**src/rtl/pipelined_addsub.sv**
```systemverilog
// pipelined_addsub: stages_p-deep chunked ripple add/sub, valid/ready in, valid/yumi out.
// Define PIPELINED_ADDSUB_OVERFLOW_EN to add the signed-overflow output ovf_o.
module pipelined_addsub #(
   parameter int width_p  = 16,
   parameter int stages_p = 4
) (
   input  logic               clk_i,
   input  logic               reset_i,
   input  logic               valid_i,
   output logic               ready_o,
   input  logic [width_p-1:0] a_i,
   input  logic [width_p-1:0] b_i,
   input  logic               sub_i,
   output logic               v_o,
   output logic [width_p:0]   sum_o,
   input  logic               yumi_i
`ifdef PIPELINED_ADDSUB_OVERFLOW_EN
   ,
   output logic               ovf_o
`endif
);
   localparam int chunk_lp = width_p / stages_p;
   function automatic logic lut3(input logic [7:0] mask, input logic a, input logic b, input logic c);
      return mask[{c, b, a}];
   endfunction
   logic                              en;
   logic [stages_p-1:0]               v_q, v_d, c_q, c_d;
   logic [stages_p-1:0][width_p-1:0]  a_q, a_d, b_q, b_d, s_q, s_d;
   assign en      = ~v_o | yumi_i;
   assign ready_o = en;
   assign v_o     = v_q[stages_p-1];
   assign sum_o   = {c_q[stages_p-1], s_q[stages_p-1]};
   // Operands shift right one chunk per stage so each adder always uses bits [chunk-1:0];
   // finished sum chunks enter at the top and end up aligned after the last stage.
   for (genvar k = 0; k < stages_p; k++) begin : st
      logic [width_p-1:0] a_w, b_w, s_w, s;
      logic               c_w, v_w, cy;
`ifdef PIPELINED_ADDSUB_OVERFLOW_EN
      logic               cm;
`endif
      if (k == 0) begin : head
         assign a_w = a_i;
         assign b_w = b_i ^ {width_p{sub_i}};
         assign c_w = sub_i;
         assign v_w = valid_i;
         assign s_w = '0;
      end else begin : body
         assign a_w = a_q[k-1];
         assign b_w = b_q[k-1];
         assign c_w = c_q[k-1];
         assign v_w = v_q[k-1];
         assign s_w = s_q[k-1];
      end
      always_comb begin
         cy = c_w;
`ifdef PIPELINED_ADDSUB_OVERFLOW_EN
         cm = c_w;
`endif
         s  = s_w >> chunk_lp;
         for (int j = 0; j < chunk_lp; j++) begin
`ifdef PIPELINED_ADDSUB_OVERFLOW_EN
            cm = cy;
`endif
            s[width_p-chunk_lp+j] = lut3(8'h96, a_w[j], b_w[j], cy);
            cy = lut3(8'hE8, a_w[j], b_w[j], cy);
         end
      end
      assign v_d[k] = v_w;
      assign c_d[k] = cy;
      assign s_d[k] = s;
      assign a_d[k] = a_w >> chunk_lp;
      assign b_d[k] = b_w >> chunk_lp;
   end
   always_ff @(posedge clk_i) begin
      if (reset_i) begin
         v_q <= '0;
         c_q <= '0;
         a_q <= '0;
         b_q <= '0;
         s_q <= '0;
      end else if (en) begin
         v_q <= v_d;
         c_q <= c_d;
         a_q <= a_d;
         b_q <= b_d;
         s_q <= s_d;
      end
   end
`ifdef PIPELINED_ADDSUB_OVERFLOW_EN
   logic ovf_q;
   assign ovf_o = ovf_q;
   always_ff @(posedge clk_i) begin
      if (reset_i) ovf_q <= 1'b0;
      else if (en) ovf_q <= st[stages_p-1].cm ^ st[stages_p-1].cy;
   end
`endif
endmodule

```
**config.mk**
```make
export PLATFORM = sky130hd
export DESIGN_NAME = pipelined_addsub
export DESIGN_NICKNAME = d
export VERILOG_FILES = /design/src/rtl/pipelined_addsub.sv
export SDC_FILE = /design/constraint.sdc
export NUM_CORES = 1
export LEC_CHECK = 0
export BUFFER_PORTS_ARGS = -buffer_cell sky130_fd_sc_hd__buf_2
export CAP_MARGIN = 20
export CORE_MARGIN = 10
export CORE_UTILIZATION = 50
export DETAILED_ROUTE_END_ITERATION = 6
export PLACE_DENSITY = 0.79
export SLEW_MARGIN = 30
export SYNTH_ARGS = -nofsm -noshare
export SYNTH_HDL_FRONTEND = slang
export SYNTH_SLANG_ARGS = --single-unit
```
**constraint.sdc**
```tcl
create_clock -name clk_i -period 3.4 [get_ports clk_i]
set_input_delay 1.02 -clock clk_i [delete_from_list [all_inputs] [get_ports clk_i]]
set_output_delay 1.02 -clock clk_i [all_outputs]
set_load 0.05 [all_outputs]
```
==> impl_results.md <==
- 1st-iter DRT viols: 203
- Initial antenna violation count: 0
- Synth top area share: 44.0%
- Vias/cell: 5.12
- Max Clk Rate: 0.380 GHz
- All-Layer GR Usage: 13.4%
- Htree depth: 3
- Async SR Flop Fraction: 0%
- Tcrit/Tclk final: 77.5%
- Dominant synthesized flop cell: dfxtp_1
- R2R Path End: st[1].s_w[15]$_SDFFE_PP0P_
- Dpl cell area: 4700 um^2
- Worst Hold Launch: sum_o[2]$_SDFFE_PP0P_
- TritonCTS Sinks: 96
- Antenna cells: 0
- Starting Density: 50.9%
- RSZ-0062 raised after global routing: false
- Final instance area: 4920 um^2
- # hold bufs at CTS: 0
- Vias: 3528
- P per Cell Area: 479 nW/um^2
- Worst setup margin: 0.766 ns
- Gpl congestion: 0.757
- Minimum clock period: 2.63 ns
- Die area: 12900 um^2
- Post-synthesis sequential area ratio: 44.0%
- Root Buffer: clkbuf_8
- Syn Nets: 608
- Leakage power: 0.00209 uW
- P&R area growth vs syn: 12.5%
- Slew headroom: 48.9%
- CTS tree: built
- HPWL after detailed placement: 6050 um
- Slew of the pin with the lowest slew margin: 0.766 ns
- Peak VDD IR: 0.000285 V
- Share of cells above drive strength 1: 15.0%
- Status: finished clean
- Top cells by area, synth: dfxtp_1, nand2_1, ha_1, a21oi_1, a211oi_1
- Hold path cells: 2
- Clk_skew: 0.0131 ns
- Total grt overflow: 0
- CTS Buffer Depth: 2
- Setup Fix Bufs, Post-CTS: 0
- Drt wl/cell: 12.7 um
- Cell taking the most area after synthesis: dfxtp_1
- PostCTS Resize Cnt: 0
- CP Capture Type: output pin
- Io pins: 56
- Core area: 8590 um^2
- Post-synth EDFFs: 0
- Pre-antenna DRT Iters: 5
- Clk Latency, worst-skew pair: 0.37 ns
- Global-route wire length before repair: 14800 um
- TNS Setup: 0 ns
- Final Hold Viols: 0
- Hold crit path type: reg2reg
- Critical path startpoint category: input pin
- CTS buffer count: 9
- Final ANT Viol Nets: 0
- Netlist cell types: 42
- Drt drc: 0
- Seq cells post-synth: 96
- WL final: 8750 um
- Number of global-route vias before repair: 3311
- FF-to-FF path depth: 5
- Worst R2R Setup Slack: 1.61 ns
- I/O Buffers: 55
- Row cnt: 34
- Worst Hold End: sum_o[2]$_SDFFE_PP0P_
- Die width: 113 um
- Cells after synthesis: 541
- Worst-path clk slew: 0.09 ns
- Nets: 643
- Die height: 113 um
- Crit-path max FO: 4
- YS warnings: 0
- Post-Syn Area per Cell: 8.08 um^2
- Worst Path Required: 2.38 ns
- Largest net degree at the start of global routing: 113
- Max-cap violation count: 0
- Data arrival time of the critical path: 1.61 ns
- Synth Cell Area: 4370 um^2
- Slew Limit Fails: 0
- FF-to-FF Start: v_q[3]$_SDFFE_PP0P_
- Kind of critical path: in2out
- Final setup fails: 0
- Post-Place Setup Slack: 0.756 ns
==> routing by layer <==
| layer | routed length [um] | up-vias | share of wire, % | global-route usage (%) |
|---|---|---|---|---|
| met5 | 0 | - | 0 | 0 |
| met1 | 4020 | 1582 | 46 | 16.6 |
| met4 | 163 | 0 | 1.9 | 5.84 |
| met2 | 4110 | 66 | 47 | 21.7 |
| met3 | 458 | 18 | 5.2 | 3.20 |
| li1 | - | 1862 | - | - |
==> state kept, by name (all words and copies together), names as in the netlist <==
| name | count |
|---|---|
| st.a_w | 24 |
| sum_o | 16 |
| st.b_w | 24 |
| c_q | 4 |
| st.s_w | 24 |
| v_q | 4 |
==> worst max-delay path by stage <==
stage               to   start
3_3_place_gp   ready_o  yumi_i
6_report       ready_o  yumi_i
2_1_floorplan  ready_o  yumi_i
5_1_grt        ready_o  yumi_i
4_1_cts        ready_o  yumi_i
3_5_place_dp   ready_o  yumi_i
==> worst max-delay path: stages <==
cell      delay [ns]
buf_2           0.11
nor2b_4         0.11
clkinv_2        0.13
buf_2           0.24
==> synth_stat cells, types with 3 or more instances <==
library cell	number
a311oi_1	7
nor3_1	3
nor2b_1	6
inv_1	31
ha_1	30
nor2_1	34
or3_1	9
nand2_1	137
nand3_1	3
xnor2_1	14
or2_2	3
o21ai_0	9
a211oi_1	22
a21oi_1	68
buf_1	6
xor2_1	7
clkbuf_1	22
dfxtp_1	96
buf_2	6
==> logic make-up after synthesis <==
family	share of synthesized area [%]
adder cells (fa/ha/maj)	8.59
AO/OA/AOI/OAI	16.9
multiplexers	0.544
buffers and inverters	6.27
AND/OR/NAND/NOR	19.5
XOR/XNOR	4.21
flip-flops	44.0
==> cells in the final DEF (no fill, tap or decap), drive strengths merged, types with 2 or more instances in the layout <==
master  instances
nor2b           8
xnor2          14
o211ai          2
buf            60
or2             4
or3             9
nor2           34
mux2i           2
a211oi         22
o21ai           9
a21oi          68
bufinv          2
clkbuf         10
nor4            2
dfxtp          96
o21a            2
nand3           3
nor3            3
inv            33
nand2         137
and3            2
xor2            7
o221a           2
clkinv          2
ha             30
a311oi          8
==> final cells by class <==
class                           instances  area [um^2]
Fill cell                             804         3680
Multi-Input combinational cell        377         2180
Sequential cell                        96         1920
Timing Repair Buffer                   60          338
Tap cell                              108          135
Clock buffer                           10          128
Inverter                               32          121
Clock inverter                          6         90.1
==> metrics by stage <==
step | instances | power [uW] | utilization, % | hold WS (ns)
after floorplan | 541 | 1470 | - | 0.432
after global placement | 673 | 1540 | 54.7 | 0.437
after detailed placement | 673 | 1560 | 54.7 | 0.440
after CTS | 689 | 2370 | 57.2 | 0.454
after global routing | 689 | 2450 | 57.2 | 0.472
final | 689 | 2360 | 57.2 | 0.448
==> power breakdown <==
group | internal (uW) | switching [uW] | leakage (uW)
registers | 1200 | 41.7 | 0.000789
clock network | 419 | 407 | 0.000107
logic | 122 | 170 | 0.00120
(Power assumes the default switching activity.)
